==> config.mk <==
export PLATFORM = sky130hd
export DESIGN_NAME = delay_v_sched
export DESIGN_NICKNAME = d
export VERILOG_FILES = /design/src/rtl/delay_v_sched_pkg.sv /design/src/rtl/delay_v_sched_tag_delay_line.sv /design/src/rtl/delay_v_sched.sv
export SDC_FILE = /design/constraint.sdc
export NUM_CORES = 1
export LEC_CHECK = 0
export ABC_AREA = 1
export CORE_AREA = 2 2 180 182
export CTS_CLUSTER_DIAMETER = 100
export CTS_CLUSTER_SIZE = 20
export DETAILED_ROUTE_END_ITERATION = 10
export DIE_AREA = 0 0 182 184
export PLACE_DENSITY_LB_ADDON = 0.25
export SETUP_SLACK_MARGIN = 0.05
export SLEW_MARGIN = 40
export SYNTH_ARGS = -nofsm -noshare
export SYNTH_HDL_FRONTEND = slang
export SYNTH_SLANG_ARGS = --single-unit
==> constraint.sdc <==
create_clock -name clk -period 4.8 [get_ports clk]
set_clock_uncertainty 0.2 [all_clocks]
set_input_delay 0.96 -clock clk [delete_from_list [all_inputs] [get_ports clk]]
set_output_delay 0.96 -clock clk [all_outputs]
set_load 0.02 [all_outputs]
==> src/rtl/delay_v_sched_pkg.sv <==
// rtl/delay_v_sched_pkg.sv - shared types and round-robin pick helper for delay_v_sched
package delay_v_sched_pkg;

    typedef enum logic [1:0] {
        IDLE  = 2'd0,
        RUN   = 2'd1,
        DRAIN = 2'd2
    } sched_state_t;

    localparam int MAX_REQ  = 32;
    localparam int MAX_IDXW = 5;

    // One-hot grant of the first set request at or after ptr, wrapping at n.
    function automatic logic [MAX_REQ-1:0] rr_pick(
        input logic [MAX_REQ-1:0] req,
        input int unsigned        ptr,
        input int unsigned        n
    );
        logic [MAX_REQ-1:0]  grant;
        int unsigned         idx;
        logic [MAX_IDXW-1:0] sel;
        grant = '0;
        for (int unsigned k = 0; k < MAX_REQ; k++) begin
            idx = ptr + k;
            if (idx >= n) begin
                idx = idx - n;
            end
            sel = idx[MAX_IDXW-1:0];
            if (k < n && grant == '0 && req[sel]) begin
                grant[sel] = 1'b1;
            end
        end
        return grant;
    endfunction

endpackage

==> src/rtl/delay_v_sched_tag_delay_line.sv <==
// rtl/delay_v_sched_tag_delay_line.sv - shift register of {valid, id} tags riding alongside the datapath
module tag_delay_line #(
    parameter int DEPTH = 4,
    parameter int IDW   = 2
) (
    input  logic           clk,
    input  logic           rst,
    input  logic           push_valid,
    input  logic [IDW-1:0] push_id,
    output logic           tail_valid,
    output logic [IDW-1:0] tail_id
);

    logic [DEPTH-1:0] vld;
    logic [IDW-1:0]   ids [DEPTH];

    always_ff @(posedge clk or posedge rst) begin
        if (rst) begin
            vld <= '0;
            for (int k = 0; k < DEPTH; k++) begin
                ids[k] <= '0;
            end
        end else begin
            vld[0] <= push_valid;
            ids[0] <= push_id;
            for (int k = 1; k < DEPTH; k++) begin
                vld[k] <= vld[k-1];
                ids[k] <= ids[k-1];
            end
        end
    end

    assign tail_valid = vld[DEPTH-1];
    assign tail_id    = ids[DEPTH-1];

endmodule

==> src/rtl/delay_v_sched.sv <==
// rtl/delay_v_sched.sv - round-robin scheduler sharing one fixed-latency vector datapath
module delay_v_sched
    import delay_v_sched_pkg::*;
#(
    parameter int NREQ   = 4,
    parameter int WIDTH  = 16,
    parameter int LENGTH = 4,
    parameter int DELAY  = 3,
    parameter int IDW    = $clog2(NREQ)
) (
    input  logic                          clk,
    input  logic                          rst,
    input  logic                          enable,
    input  logic                          flush_req,
    output logic                          flush_done,
    output logic                          busy,
    input  logic [NREQ-1:0]               req_valid,
    output logic [NREQ-1:0]               req_ready,
    input  logic [WIDTH-1:0]              req_data [NREQ][LENGTH],
    output logic [WIDTH-1:0]              dp_a [LENGTH],
    input  logic [WIDTH-1:0]              dp_c [LENGTH],
    output logic                          rsp_valid,
    output logic [IDW-1:0]                rsp_id,
    output logic [WIDTH-1:0]              rsp_data [LENGTH],
    output logic [$clog2(DELAY+2)-1:0]    inflight
);

    localparam int IFW = $clog2(DELAY+2);

    sched_state_t       state, state_nxt;
    logic               fd_nxt;
    logic [IDW-1:0]     ptr;
    logic [MAX_REQ-1:0] req_pad;
    logic [MAX_REQ-1:0] pick;
    logic [NREQ-1:0]    issue_vec;
    logic               issue;
    logic [IDW-1:0]     issue_id;
    logic               unused_pick_hi;

    always_comb begin
        req_pad            = '0;
        req_pad[NREQ-1:0]  = req_valid;
        pick               = rr_pick(req_pad, 32'(ptr), NREQ);
        req_ready          = (state == RUN) ? pick[NREQ-1:0] : '0;
    end

    assign unused_pick_hi = ^pick[MAX_REQ-1:NREQ];
    assign issue_vec      = req_valid & req_ready;
    assign issue          = |issue_vec;

    always_comb begin
        issue_id = '0;
        for (int i = 0; i < NREQ; i++) begin
            if (issue_vec[i]) begin
                issue_id = IDW'(i);
            end
        end
    end

    always_comb begin
        state_nxt = state;
        fd_nxt    = 1'b0;
        case (state)
            IDLE: begin
                // A flush with nothing to drain is acknowledged immediately.
                if (flush_req) begin
                    fd_nxt = 1'b1;
                end else if (enable) begin
                    state_nxt = RUN;
                end
            end
            RUN: begin
                if (flush_req || !enable) begin
                    state_nxt = DRAIN;
                end
            end
            DRAIN: begin
                if (inflight == '0) begin
                    state_nxt = IDLE;
                    fd_nxt    = 1'b1;
                end
            end
            default: state_nxt = IDLE;
        endcase
    end

    always_ff @(posedge clk or posedge rst) begin
        if (rst) begin
            state      <= IDLE;
            flush_done <= 1'b0;
        end else begin
            state      <= state_nxt;
            flush_done <= fd_nxt;
        end
    end

    always_ff @(posedge clk or posedge rst) begin
        if (rst) begin
            ptr <= '0;
        end else if (issue) begin
            ptr <= (issue_id == IDW'(NREQ-1)) ? '0 : issue_id + 1'b1;
        end
    end

    // Idle slots push zeros so the datapath never sees a stale operand.
    always_ff @(posedge clk or posedge rst) begin
        if (rst) begin
            for (int l = 0; l < LENGTH; l++) begin
                dp_a[l] <= '0;
            end
        end else begin
            for (int l = 0; l < LENGTH; l++) begin
                dp_a[l] <= issue ? req_data[issue_id][l] : '0;
            end
        end
    end

    tag_delay_line #(
        .DEPTH (DELAY + 1),
        .IDW   (IDW)
    ) u_tags (
        .clk        (clk),
        .rst        (rst),
        .push_valid (issue),
        .push_id    (issue_id),
        .tail_valid (rsp_valid),
        .tail_id    (rsp_id)
    );

    always_ff @(posedge clk or posedge rst) begin
        if (rst) begin
            inflight <= '0;
        end else begin
            case ({issue, rsp_valid})
                2'b10:   inflight <= inflight + IFW'(1);
                2'b01:   inflight <= inflight - IFW'(1);
                default: inflight <= inflight;
            endcase
        end
    end

    assign rsp_data = dp_c;
    assign busy     = (state != IDLE) || (inflight != '0);

endmodule
==> metrics, run 1 <==
status finished, final reports clean; initial antenna violation count 1; area grow syn2layout 49.7%; TNS Setup 0 ns; switching part of the total power 0.459; Warnings, synthesis 0; CP Data Required Time ~3.6 ns; chip width approximately 180 microns; Worst-Skew Late Latency roughly 0.34 ns; max incr delay on CP between 0.6 and 0.7 ns; post-synthesis sequential area ratio 0.291; wire length on met1 ~12,000 microns; RSZ-0062 raised after global routing no; crit path cell chain clkdlybuf4s50_1 > nand2_1 > nand3_1 > nand2_1 > nor2_4 > nand3_1 > nand2_1 > nor2_2 > nand3_1 > nand2_1 > nor2_1 > nand3_1 > a21oi_1 > clkdlybuf4s50_1; pin count of the biggest net entering global routing between 100 and 150; critical path arrival between 3 and 4 ns; GRT Util Overall 0.173; CP startpoint kind input port; Net Switching around 0.0019 W; CP max FO 4; vias in the first global route roughly 7,500; setup ws final roughly 0.23 ns; Final Slew Violations 0; fillcell total 3,388; Crit-path slowest cell clkdlybuf4s50_1; Die H between 150 and 200 microns; Congestion Overflow GR 0; Syn Inst Count between 1,000 and 1,500; post-route ant nets 0; Max clock buf depth 2; 1st-pass router iterations 5; Starting DRT DRC Count roughly 420; I/O pin count 468; share of cells above drive strength 1 0.0500; syn_area_per_cell 6.10 sq um; leakage power roughly 5.7 nW; Comb power frac 0.579; port bufs roughly 340; row count between 60 and 70; GPL Wtd Cong ~0.85; per-cell routed wire length 16.3 microns; DR WL met2 15,600 microns; DP HPWL approximately 21,000 microns; Hold Slack around 0.15 ns; Root Buffer clkbuf_16; WS Path Type input port to output port; Detailed Route WL 29,700 microns; Final Cycle Share 0.952; pre-CTS setup slack between 0.1 and 0.15 ns; Final nets roughly 1,800; P_int around 0.0023 W; final setup fails 0; Starting Density 0.230; Clock Power Share 0.190; Worst setup EP type output port; CTS tree built; syn_nets 1,522; DR vias/cell approximately 4.3; Slew HR 0.475; overall power 0.00424 W; final core utilization 0.344; #FFs+latches synth 84; DR WL met3 ~1600 microns; Max-Cap Viols 0; DRC Markers 0; Tmin final 4.57 ns; uppermost layer routed met4; Die ar. between 0.03 and 0.04 sq mm; Peak VDD IR between 0.0002 and 0.0003 V; TritonCTS buffer count 9; synth unique cells 27; Seq pwr share 0.232; Reg clk slew, reported paths ~0.070 ns; worst slew pin tran about 0.8 ns; first-pass GRT wire length about 44,000 microns; core area 0.0314 sq mm; Fmax achieved approximately 220 MHz; vias post-DR between 7,000 and 8,000; Cell Area, Synth 0.00722 sq mm; Post-CTS Setup Repair Bufs 0; CTS sink count 84; Fin. Hold Viols 0; Power Dens Cells roughly 390 mW/mm^2; class of the worst hold path register to register; H-tree levels 3
[metal layers]
metal | vias to the layer above | global-route usage
met5 | - | 0
met4 | 0 | 0.0590
met3 | 54 | 0.0277
met2 | 284 | 0.324
met1 | 3515 | 0.198
li1 | 3911 | -
[power by group through the flow]
| stage | Combinational (W) | Sequential (W) | Clock, W |
|---|---|---|---|
| final | 0.00245 | 0.000982 | 0.000803 |
| after global placement | 0.00243 | 0.000997 | 0 |
| after detailed placement | 0.00248 | 0.000996 | 0 |
| after floorplan | 0.00139 | 0.00116 | 0 |
| after CTS | 0.00248 | 0.000985 | 0.000840 |
| after global routing | 0.00270 | 0.00100 | 0.000865 |
[flip-flops by register name, summed over array words and instances, names as in the netlist]
signal	cells
dp_a	64
u_tags.ids	6
u_tags.vld	4
inflight	3
ptr	2
state	2
u_tags.tail_id	2
flush_done	1
[repair_timing]
| item | CTS | global route |
|---|---|---|
| gates resized for setup | 0 | 3 |
| endpoints found under the setup margin | 0 | 3 |
| hold buffers | 0 | 0 |
[path summary, 6_finish.rpt]
check                                   startpoint                 endpoint  slack (ns)  cells past startpoint
setup / recovery                      req_valid[2]             req_ready[2]        0.23                     14
hold / removal             u_tags.ids[7]$_DFF_PP0_  u_tags.ids[5]$_DFF_PP0_        0.15                      0
setup reg to reg                ptr[0]$_DFFE_PP0P_  inflight[1]$_DFFE_PP0P_        0.83                     20
hold reg to reg            u_tags.ids[7]$_DFF_PP0_  u_tags.ids[5]$_DFF_PP0_        0.15                      0
max in group asynchronous                      rst       dp_a[57]$_DFF_PP0_        2.72                      3
min in group asynchronous                      rst       dp_a[20]$_DFF_PP0_        0.90                      2
[cells in the mapped netlist]
master / number / share of area
nand4_1: 65 / 0.056
buf_4: 67 / 0.070
nand3_2: 5 / 0.0069
inv_1: 289 / 0.15
fa_1: 1 / 0.0028
nor2_2: 4 / 0.0035
nor2_1: 12 / 0.0062
xnor2_1: 2 / 0.0024
nand2_1: 299 / 0.16
nor3_1: 2 / 0.0014
ha_1: 9 / 0.016
dfrtp_1: 84 / 0.29
buf_6: 10 / 0.016
nor2_4: 1 / 0.0016
a31oi_1: 1 / 0.00087
clkbuf_1: 16 / 0.0083
inv_2: 19 / 0.0099
a21oi_1: 131 / 0.091
nand2_2: 2 / 0.0017
clkinv_1: 32 / 0.017
buf_1: 4 / 0.0021
buf_2: 39 / 0.027
and2_4: 1 / 0.0012
o21ai_0: 5 / 0.0035
nand3_1: 82 / 0.057
a32o_1: 1 / 0.0014
a21oi_2: 1 / 0.0012
[critical path, delay by kind of cell]
kind | cells | cell delay, ns
buf+inv | 2 | 1.18
simple gates | 11 | 1.05
compound gates | 1 | 0.19
[logic make-up after synthesis]
kind of cell,after synthesis,share of synthesized area
buffers and inverters,476,0.299
and+or+nand+nor,473,0.291
AOI/OAI and AO/OA,139,0.0977
DFF,84,0.291
adders and majority gates,10,0.0184
xor gates and xnor gates,2,0.00243
[final cells by class]
cell class	instances	area [sq um]	share of cell area
timing repair buffer	355	3580	0.331
multi-input combinational	624	3020	0.279
sequential	84	2100	0.194
inverter	340	1280	0.118
tap	402	503	0.0465
clock buffer	12	246	0.0228
clock inverter	4	80.1	0.00741
antenna	1	2.50	0.000231
[layout by cell type, fill, tap and decap left out, drive strengths merged]
cell,n
clkinv,32
bufinv,2
xnor2,2
diode,1
dfrtp,84
ha,9
nand2,301
a31oi,1
nor2,17
nand3,87
inv,310
clkdlybuf4s50,335
o21ai,5
a21oi,132
nand4,65
clkbuf,12
and2,1
buf,17
dlymetal6s2s,3
nor3,2
fa,1
a32o,1
[per-stage QoR]
stage               area (sq um)  cells
finish                     10800   1822
floorplan                   7220   1184
global placement           10400   1803
CTS                        10800   1820
global route               10800   1822
detailed placement         10500   1804
(Power assumes the default switching activity.)
==> run 2, diff against run 1 <==
CAP_MARGIN = 20   (was default)
PLACE_DENSITY = 0.6   (was default)
PLACE_DENSITY_LB_ADDON = default   (was 0.25)
==> metrics, run 2 (synthesis gave the netlist of run 1 again) <==
row count between 60 and 70; 1st-pass router iterations 6; status finished, final reports clean; Starting Density 0.230; share of cells above drive strength 1 0.0514; Reg2Reg Setup Slack 0.80 ns; DR vias/cell 4.35; DRC Markers 0; first-pass GRT wire length 42,700 microns; chip width 182 microns; Final Cycle Share 0.909; Die ar. 0.0335 sq mm; CP startpoint kind input port; core area around 0.031 sq mm; critical path arrival approximately 3.2 ns; CTS tree built; biggest regs dp_a: 64 flops, u_tags.ids: 6 flops, u_tags.vld: 4 flops; pin count of the biggest net entering global routing 81; Placed Instance Area between 0.01 and 0.015 sq mm; Detailed Route WL ~29,000 microns; Final nets roughly 1,800; Register-to-Register Path Depth 22; most flop-heavy register dp_a; leakage power 5.69 nW; hold endpoint u_tags.vld[1]$_DFF_PP0_; CTS sink count 84; per-cell routed wire length approximately 16 microns; min-delay src u_tags.vld[0]$_DFF_PP0_; GPL Wtd Cong slightly below 0.9; most common cell after layout, fill and taps aside clkdlybuf4s50_1; Fin. Hold Viols 0; ant diodes 0; Worst Setup SP req_valid[2]; post-route cell area ~0.011 sq mm; Worst-Skew Late Latency roughly 0.35 ns; H-tree levels 3; vias post-DR 7,922; hold path cells 0; Power Dens Cells about 400 mW/mm^2; Worst setup EP type output port; TNS Setup 0 ns; Fmax achieved approximately 230 MHz; DP HPWL 21,200 microns; vias in the first global route approximately 7,600; Reg clk slew, reported paths around 0.08 ns; Tmin final between 4 and 5 ns; Final Slew Violations 0; post-route ant nets 0; Max-Cap Viols 0; WS Path Type input port to output port; fillcell total approximately 3,400; Congestion Overflow GR 0; Peak VDD IR 0.000318 V; GRT Util Overall 0.166; Starting DRT DRC Count roughly 290; CP max FO 4; I/O pin count 468; TritonCTS buffer count 9; initial antenna violation count 0; CP Data Required Time between 3 and 4 ns; max reg flops between 60 and 70; Hold Slack around 0.15 ns; Root Buffer clkbuf_16; commonest non-fill, non-tap cells in the layout clkdlybuf4s50_1 (334), nand2_1 (297), inv_1 (288); worst slew pin tran approximately 0.79 ns; Post-CTS Setup Repair Bufs 0; class of the worst hold path register to register; worst r2r src ptr[0]$_DFFE_PP0P_; Die H 184 microns; reg2reg end inflight[2]$_DFFE_PP0P_; Max clock buf depth 2; area grow syn2layout 49.8%; RSZ-0062 raised after global routing no; final setup fails 0; port bufs ~340; Slew HR 0.476
[run 2: worst max path at each step]
stage / endpoint / cells past startpoint
after floorplan: inflight[2]$_DFFE_PP0P_ / 21
after detailed placement: req_ready[0] / 14
after global routing: req_ready[0] / 14
after global placement: req_ready[0] / 14
after CTS: req_ready[0] / 14
final: req_ready[0] / 14
[run 2: critical path, cell delays in order]
cell and delay (ns):
clkdlybuf4s50_1 0.53, nand2_1 0.09, nand3_1 0.11, nand2_1 0.08, nor2_4 0.12, nand3_1 0.09, nand2_1 0.14, nor2_1 0.09
nand3_1 0.09, nand2_1 0.11, nor2_2 0.15, nand3_1 0.11, a31oi_1 0.27, dlymetal6s2s_1 0.28
[run 2: layout make-up]
| type | count | area (sq um) | share of cell area |
|---|---|---|---|
| clock inverter | 4 | 56.3 | 0.00520 |
| multi-input combinational | 624 | 3020 | 0.279 |
| sequential | 84 | 2100 | 0.194 |
| inverter | 340 | 1280 | 0.118 |
| clock buffer | 11 | 253 | 0.0234 |
| timing repair buffer | 356 | 3600 | 0.333 |
| tap | 402 | 503 | 0.0465 |
[run 2: routing by layer]
layer	vias to the layer above	GRT usage	wire length (microns)
met5	-	0	0
met3	86	0.0307	1850
li1	3912	-	-
met2	332	0.302	14900
met1	3592	0.188	11200
met4	0	0.0768	1160
[run 2: metrics by stage]
stage	total power [W]	util	setup slack, ns	cells
2_1_floorplan	0.00255	-	0.828	1184
3_3_place_gp	0.00342	0.334	0.156	1805
3_5_place_dp	0.00346	0.334	0.101	1806
4_1_cts	0.00426	0.344	0.0804	1821
5_1_grt	0.00452	0.345	0.247	1821
6_report	0.00421	0.345	0.435	1821
[run 2: repair_timing]
action,in CTS,in global routing
hold buffers,0,0
setup endpoints to repair,0,4
gates resized for setup,0,4
[run 2: report_power, final]
group	total (W)	switching [W]	leakage (nW)	internal (W)
Combinational	0.00247	0.00154	4.39	0.000930
Clock	0.000766	0.000331	0.152	0.000434
Sequential	0.000974	0.0000864	1.15	0.000888
